### config.mk
export PLATFORM = sky130hd
export DESIGN_NAME = fetch_req_scheduler
export DESIGN_NICKNAME = d
export VERILOG_FILES = /design/src/rtl/fetch_req_scheduler.sv
export SDC_FILE = /design/constraint.sdc
export NUM_CORES = 1
export LEC_CHECK = 0
export BUFFER_PORTS_ARGS = -buffer_cell sky130_fd_sc_hd__buf_2
export CORE_AREA = 2 2 39 41
export CTS_BUF_LIST = sky130_fd_sc_hd__clkbuf_4
export DETAILED_ROUTE_END_ITERATION = 10
export DIE_AREA = 0 0 41 43
export GPL_TIMING_DRIVEN = 0
export HOLD_SLACK_MARGIN = 0.15
export PLACE_DENSITY_LB_ADDON = 0.3
export SLEW_MARGIN = 15
export SYNTH_ARGS = -nofsm -noshare
export SYNTH_HDL_FRONTEND = slang
export SYNTH_SLANG_ARGS = --single-unit
### constraint.sdc
create_clock -name clk -period 5.17 [get_ports clk]
set_input_delay 0.2585 -clock clk [delete_from_list [all_inputs] [get_ports clk]]
set_output_delay 0.2585 -clock clk [all_outputs]
set_load 0.03 [all_outputs]
### src/rtl/fetch_req_scheduler.sv
// I-cache index-port sequencer for the IF stage: issues fetches, bounds in-flight
// requests, tags returns from cancelled paths and slots in CACHE maintenance ops.
module fetch_req_scheduler #(
    parameter int unsigned MAX_OUT = 2,
    parameter int unsigned CNT_W   = 2
) (
    input  logic       clk,
    input  logic       rst,
    input  logic       pcr_req_i,
    output logic       pcr_allowin_o,
    input  logic       cacheop_req_i,
    output logic       cacheop_ack_o,
    input  logic       op_done_i,
    output logic       inst_req_o,
    output logic       inst_op_o,
    input  logic       inst_index_ok_i,
    input  logic       inst_data_ok_i,
    input  logic       cancel_i,
    output logic       drop_o,
    output logic [1:0] state_o,
    output logic       err_o
);

    localparam logic [1:0] RUN    = 2'd0;
    localparam logic [1:0] FLUSH  = 2'd1;
    localparam logic [1:0] OPWAIT = 2'd2;
    localparam logic [1:0] OPBUSY = 2'd3;

    localparam logic [CNT_W-1:0] MAX_CNT = CNT_W'(MAX_OUT);

    logic [1:0]       state;
    logic [1:0]       state_nxt;
    logic [CNT_W-1:0] cnt;
    logic [CNT_W-1:0] cnt_nxt;
    logic [CNT_W-1:0] kcnt;
    logic [CNT_W-1:0] kcnt_nxt;
    logic             err;
    logic             req;
    logic             op;
    logic             acc;
    logic             dok;
    logic [1:0]       after_kill;

    always_comb begin
        req = 1'b0;
        op  = 1'b0;
        case (state)
            RUN: req = pcr_req_i & (cnt < MAX_CNT) & ~cancel_i & ~cacheop_req_i;
            OPWAIT: begin
                req = (cnt == '0);
                op  = (cnt == '0);
            end
            default: ;
        endcase
    end

    assign acc = req & inst_index_ok_i & ~op;
    assign dok = inst_data_ok_i & (cnt != '0);

    assign cnt_nxt = cnt + CNT_W'(acc) - CNT_W'(dok);

    // A cancel kills everything in flight after this cycle, including a same-cycle accept.
    always_comb begin
        kcnt_nxt = kcnt;
        if (cancel_i) begin
            kcnt_nxt = cnt_nxt;
        end else if (dok && (kcnt != '0)) begin
            kcnt_nxt = kcnt - CNT_W'(1);
        end
    end

    assign after_kill = (kcnt_nxt != '0) ? FLUSH : RUN;

    always_comb begin
        state_nxt = state;
        case (state)
            RUN: begin
                if (cancel_i) begin
                    state_nxt = after_kill;
                end else if (cacheop_req_i) begin
                    state_nxt = OPWAIT;
                end
            end
            FLUSH: state_nxt = after_kill;
            OPWAIT: begin
                if (cancel_i) begin
                    state_nxt = after_kill;
                end else if (req && inst_index_ok_i) begin
                    state_nxt = OPBUSY;
                end
            end
            OPBUSY: begin
                if (op_done_i) begin
                    state_nxt = after_kill;
                end
            end
            default: state_nxt = RUN;
        endcase
    end

    always_ff @(posedge clk or posedge rst) begin
        if (rst) begin
            state <= RUN;
            cnt   <= '0;
            kcnt  <= '0;
            err   <= 1'b0;
        end else begin
            state <= state_nxt;
            cnt   <= cnt_nxt;
            kcnt  <= kcnt_nxt;
            if (inst_data_ok_i && (cnt == '0)) begin
                err <= 1'b1;
            end
        end
    end

    assign inst_req_o    = req & ~rst;
    assign inst_op_o     = op & ~rst;
    assign pcr_allowin_o = acc & ~rst;
    assign drop_o        = inst_data_ok_i & ((kcnt != '0) | cancel_i) & ~rst;
    assign cacheop_ack_o = (state == OPBUSY) & op_done_i & ~rst;
    assign state_o       = state;
    assign err_o         = err;

endmodule

# Yosys cells after proc, flatten, opt, wreduce, memory -nomap -nowiden
# Index checks and enable logic that the tools add are counted.
[classes]
n_addsub = 3
multipliers = 0
div_mod_pow = 0
order_cmp = 1
eq_ne = 6
shifts = 0
n_mux = 11
bitwise_logic = 18
reduce_logical = 9
[ops]
columns = ["operator", "count"]
rows = [
  ["2-to-1 mux 2 bit", 7],
  ["AND 1 bit", 13],
  ["one-hot mux 2 bit (4 select lines)", 1],
  ["!= test 3 bit (second input constant)", 2],
  ["nonzero test 2 bit", 3],
  ["equality test 2 bit (second input constant)", 2],
  ["zero test 2 bit", 2],
  ["inverter 1 bit", 4],
  ["logical AND 1 bit", 3],
  ["AND reduction 3 bit", 1],
  ["adder 2 x 1 -> 2 bit", 1],
  ["equality test 2 x 1 -> 1 bit (second input constant)", 1],
  ["less-than comparator 2 bit (second input constant)", 1],
  ["2-to-1 mux 1 bit", 2],
  ["!= test 2 bit (second input constant)", 1],
  ["one-hot mux 1 bit (2 select lines)", 1],
  ["subtractor 2 x 1 -> 2 bit", 1],
  ["subtractor 2 x 1 -> 2 bit (second input constant)", 1],
  ["bitwise OR 1 bit", 1],
]
[word_totals]
ff_bits = 7
latchBits = 0
ramBits = 0
romBits = 0
input_bits = 8
output_inout_bits = 8
word_cells = 52
memories = 0

# Depth between registers and ports, before layout
[depth]
word_depth = 14
depth_mapped = 9
mapped_depth_nobuf = 9

# Worst setup path after synthesis
# No wires, ideal clock.
[synth_timing]
path_kind = "reg2reg"
from = "register state[0], in the netlist state_o[0]"
to = "register state[0], in the netlist state_o[0]"
setup_ns = 0.129
arrival_ns = 2.038
t_required_ns = 5.041
slack_ns = 3.003
stages_incl_launch_ff = 10
n_path_buf = 0
period_less_slack_ns = 2.167
cell_sequence = "dfrtp_1 nor2_1 nand4_1 ha_1 inv_1 ha_1 xor3_1 nor2_1 a31oi_1 o41a_1"
[synth_via]
elab_chain_cells = 11
elab_cells_between_ends = 23
cone_classes = "add/sub (2); eq/ne (6); mux (8); bitwise (3); reduce/logical (4)"
[synth_rtl]
columns = ["element", "line_no", "text"]
rows = [
  ["from (decl)", "31", "logic [1:0] state;"],
  ["from (signal assigned)", "108", "state <= state_nxt;"],
  ["equality test 2 bit / zero test 2 bit (equally long branches)", "47", "case (state)"],
  ["one-hot mux 1 bit (2 select lines) / 2-to-1 mux 1 bit (equally long branches)", "47", ""],
  ["AND 1 bit / inverter 1 bit (equally long branches)", "57", "assign acc = req & inst_index_ok_i & ~op;"],
  ["AND 1 bit *", "57", ""],
  ["adder 2 x 1 -> 2 bit *", "60", "assign cnt_nxt = cnt + CNT_W'(acc) - CNT_W'(dok);"],
  ["subtractor 2 x 1 -> 2 bit *", "60", ""],
  ["via cnt_nxt[1]", "34", "logic [CNT_W-1:0] cnt_nxt;"],
  ["2-to-1 mux 2 bit *", "65", "if (cancel_i) begin"],
  ["via kcnt_nxt[1]", "36", "logic [CNT_W-1:0] kcnt_nxt;"],
  ["nonzero test 2 bit *", "72", "assign after_kill = (kcnt_nxt != '0) ? FLUSH : RUN;"],
  ["2-to-1 mux 1 bit *", "72", ""],
  ["2-to-1 mux 2 bit (on tied branches)", "93, 78, 86", ""],
  ["one-hot mux 2 bit (4 select lines) *", "76", "case (state)"],
]
# Mark *: on every way through the listed nets, which the timed path passes. The rest lies on a longest branch. The select of a mux whose other input is x is not followed.
# A chain may end at the register's enable or synchronous reset.

# Worst setup path in the final report
# Same ends and word-level chain as after synthesis.

==> impl_metrics.json <==
{
  "critical_path_required_ns": 5.31,
  "min_path_type": "in2reg",
  "final_max_slew_viol_count": 0,
  "synth_seq_cells": 7,
  "switching_share_pct": 39.1,
  "rsz0062_at_grt": "false",
  "routedWlPerCell_um": 10.3,
  "drc_errors": 0,
  "first_iter_violations": 8,
  "end_kind": "register",
  "die_h_um": 43,
  "n_fill_cell": 151,
  "p_per_area_nw_per_um2": 504,
  "fin_skew_ns": 0.000422,
  "crit_type": "reg2reg",
  "cts_max_level": 1,
  "grt_pass1_vias": 357,
  "multiInputGateArea_um2": 216,
  "worst_slack_ns": 2.98,
  "worst_pin_slew_ns": 0.286,
  "hpwl_um": 678,
  "synth_area_um2": 418,
  "grt_pass1_wl_um": 1390,
  "p_sw_mw": 0.109,
  "pwr-share-seq_pct": 34.9,
  "wirelength_um": 844,
  "design.core.area_um2": 1380,
  "pwr-share-comb_pct": 44.8,
  "seq_area_um2": 175,
  "met1_usage_pct": 12.8,
  "grt_max_degree": 8,
  "post-route-period-util_pct": 42.3,
  "status": "finished, final reports clean",
  "row_count": 14,
  "setup_viol": 0,
  "power.share.clock_pct": 20.3,
  "grt_util_met3_pct": 4.71,
  "final_nets": 78,
  "tns_ns": 0,
  "cts-root-buf": "clkbuf_4",
  "dr.pass1.iters": 4,
  "path_max_fanout": 5,
  "met2_usage_pct": 17.8,
  "syn_nets": 57,
  "slew_headroom_pct": 80.9,
  "final_core_util_pct": 40.0,
  "place.port_buffers": 15,
  "seq_area_frac_synth_pct": 41.9,
  "post-route-min-period_ns": 2.19,
  "cts.sinks": 7,
  "clock.fmax_mhz": 457,
  "ir_drop_uv": 138,
  "gp_congestion": 0.741,
  "final_common_cell": "buf_2",
  "power_leakage_nw": 0.285,
  "worstSetupStartpointType": "register",
  "max_cap_viol_count": 0,
  "syn_avg_cell_area_um2": 9.08,
  "avgViaCountPerCell": 4.87,
  "busiest_layer": "met2",
  "synthDistinctLibCells": 20,
  "syn2layout_area_growth_pct": 32.3,
  "antenna_left": 0,
  "antennaDiodeCount": 0,
  "initial_utilization_pct": 30.2,
  "arrival_ns": 2.32,
  "synthCells": 46,
  "clkTransAtPathRegs_ns": 0.05,
  "die-area_um2": 1760,
  "io_pins": 16,
  "die_w_um": 41,
  "grt_usage_pct": 12.7,
  "drive_gt1_share_pct": 28.8,
  "clk_latency_ns": 0.26,
  "cts_buffer_depth": 2,
  "yosysWarnings": 0,
  "route.vias.total": 399,
  "finalHoldViolCount": 0,
  "cts_made_buffers": 3,
  "final_cell_mix": "buf_2, nor2_1, inv_1, dfrtp_1, clkbuf_4",
  "overflow": 0,
  "cts_tree": "yes",
  "intPower_mw": 0.170,
  "place_ws_ns": 2.98,
  "antenna_found_initial": 0
}
## Yosys cell counts, drive strengths merged
master,n,area share [%]
o21ai,3,3.6
a21o,1,1.8
nor3b,1,1.8
ha,3,9.0
xor3,1,5.7
nor2b,1,1.5
nand3b,1,1.8
o32ai,1,2.1
a21oi,1,1.2
or3,2,3.0
o41a,1,2.7
a31oi,2,3.0
nor2,8,7.2
a211oi,1,1.8
nand4,1,1.5
dfrtp,7,42
nand3,2,2.4
inv,7,6.3
nand2,2,1.8
## metrics by stage
step	cells	hold WS, ns	area (µm²)	total power [mW]
5_1_grt	82	0.185	553	0.309
6_report	82	0.199	553	0.279
4_1_cts	82	0.190	553	0.283
2_1_floorplan	46	0.0619	418	0.193
3_3_place_gp	77	0.266	513	0.224
3_5_place_dp	77	0.266	513	0.224
## sequential cells by signal (all words and copies together), names as in the netlist
name,flops
cnt,2
err_o,1
kcnt,2
state_o,2
## repair_timing
item	CTS	global route
resized for setup	0	0
endpoints found under the hold margin	7	0
setup buffers	0	0
hold buffers	1	0
## layer usage
metal | vias up | routed length (µm)
li1 | 205 | -
met1 | 179 | 387
met2 | 12 | 387
met3 | 3 | 37
met4 | 0 | 31
met5 | - | 0
## logic make-up (layout without fill, tap and decap cells)
kind of cell	Yosys count	after routing	share of synthesized area, %
simple gates	18	18	21.0
compound gates	10	10	16.2
flops	7	7	41.9
buf+inv	7	27	6.29
fa+ha+maj	3	3	8.98
xor+xnor	1	1	5.69
## power groups by stage
stage	clock (mW)	sequential, mW	combinational (mW)
global route	0.0646	0.101	0.143
global placement	0	0.0983	0.125
CTS	0.0587	0.0970	0.128
floorplan	0	0.107	0.0858
finish	0.0565	0.0975	0.125
detailed placement	0	0.0979	0.126
## critical path: stages, from the launching register on
cell and delay [ns]:
dfrtp_1 0.41, nor2_1 0.22, nand4_1 0.17, ha_1 0.30
inv_1 0.06, ha_1 0.14, xor3_1 0.23, nor2_1 0.10
a31oi_1 0.07, o41a_1 0.38
## path summary, 6_finish.rpt
path | startpoint | endpoint | slack, ns | cells past startpoint
worst max-delay path | state_o[0]$_DFFE_PP0P_ | state_o[0]$_DFFE_PP0P_ | 2.98 | 9
worst min-delay path | op_done_i | state_o[1]$_DFFE_PP0P_ | 0.20 | 2
worst max register to register | state_o[0]$_DFFE_PP0P_ | state_o[0]$_DFFE_PP0P_ | 2.98 | 9
worst min register to register | err_o$_DFFE_PP0P_ | err_o$_DFFE_PP0P_ | 0.45 | 1
max in group asynchronous | rst | cnt[1]$_DFF_PP0_ | 4.42 | 3
min in group asynchronous | rst | kcnt[0]$_DFF_PP0_ | 0.53 | 3
## final cells by class
| class | instances | share of cell area [%] |
|---|---|---|
| sequential | 7 | 31.7 |
| timing repair buffer | 16 | 15.4 |
| multi-input combinational | 32 | 39.1 |
| clock buffer | 4 | 5.43 |
| tap | 16 | 3.62 |
| inverter | 7 | 4.75 |
No activity file was read; power rests on OpenSTA's default activity.
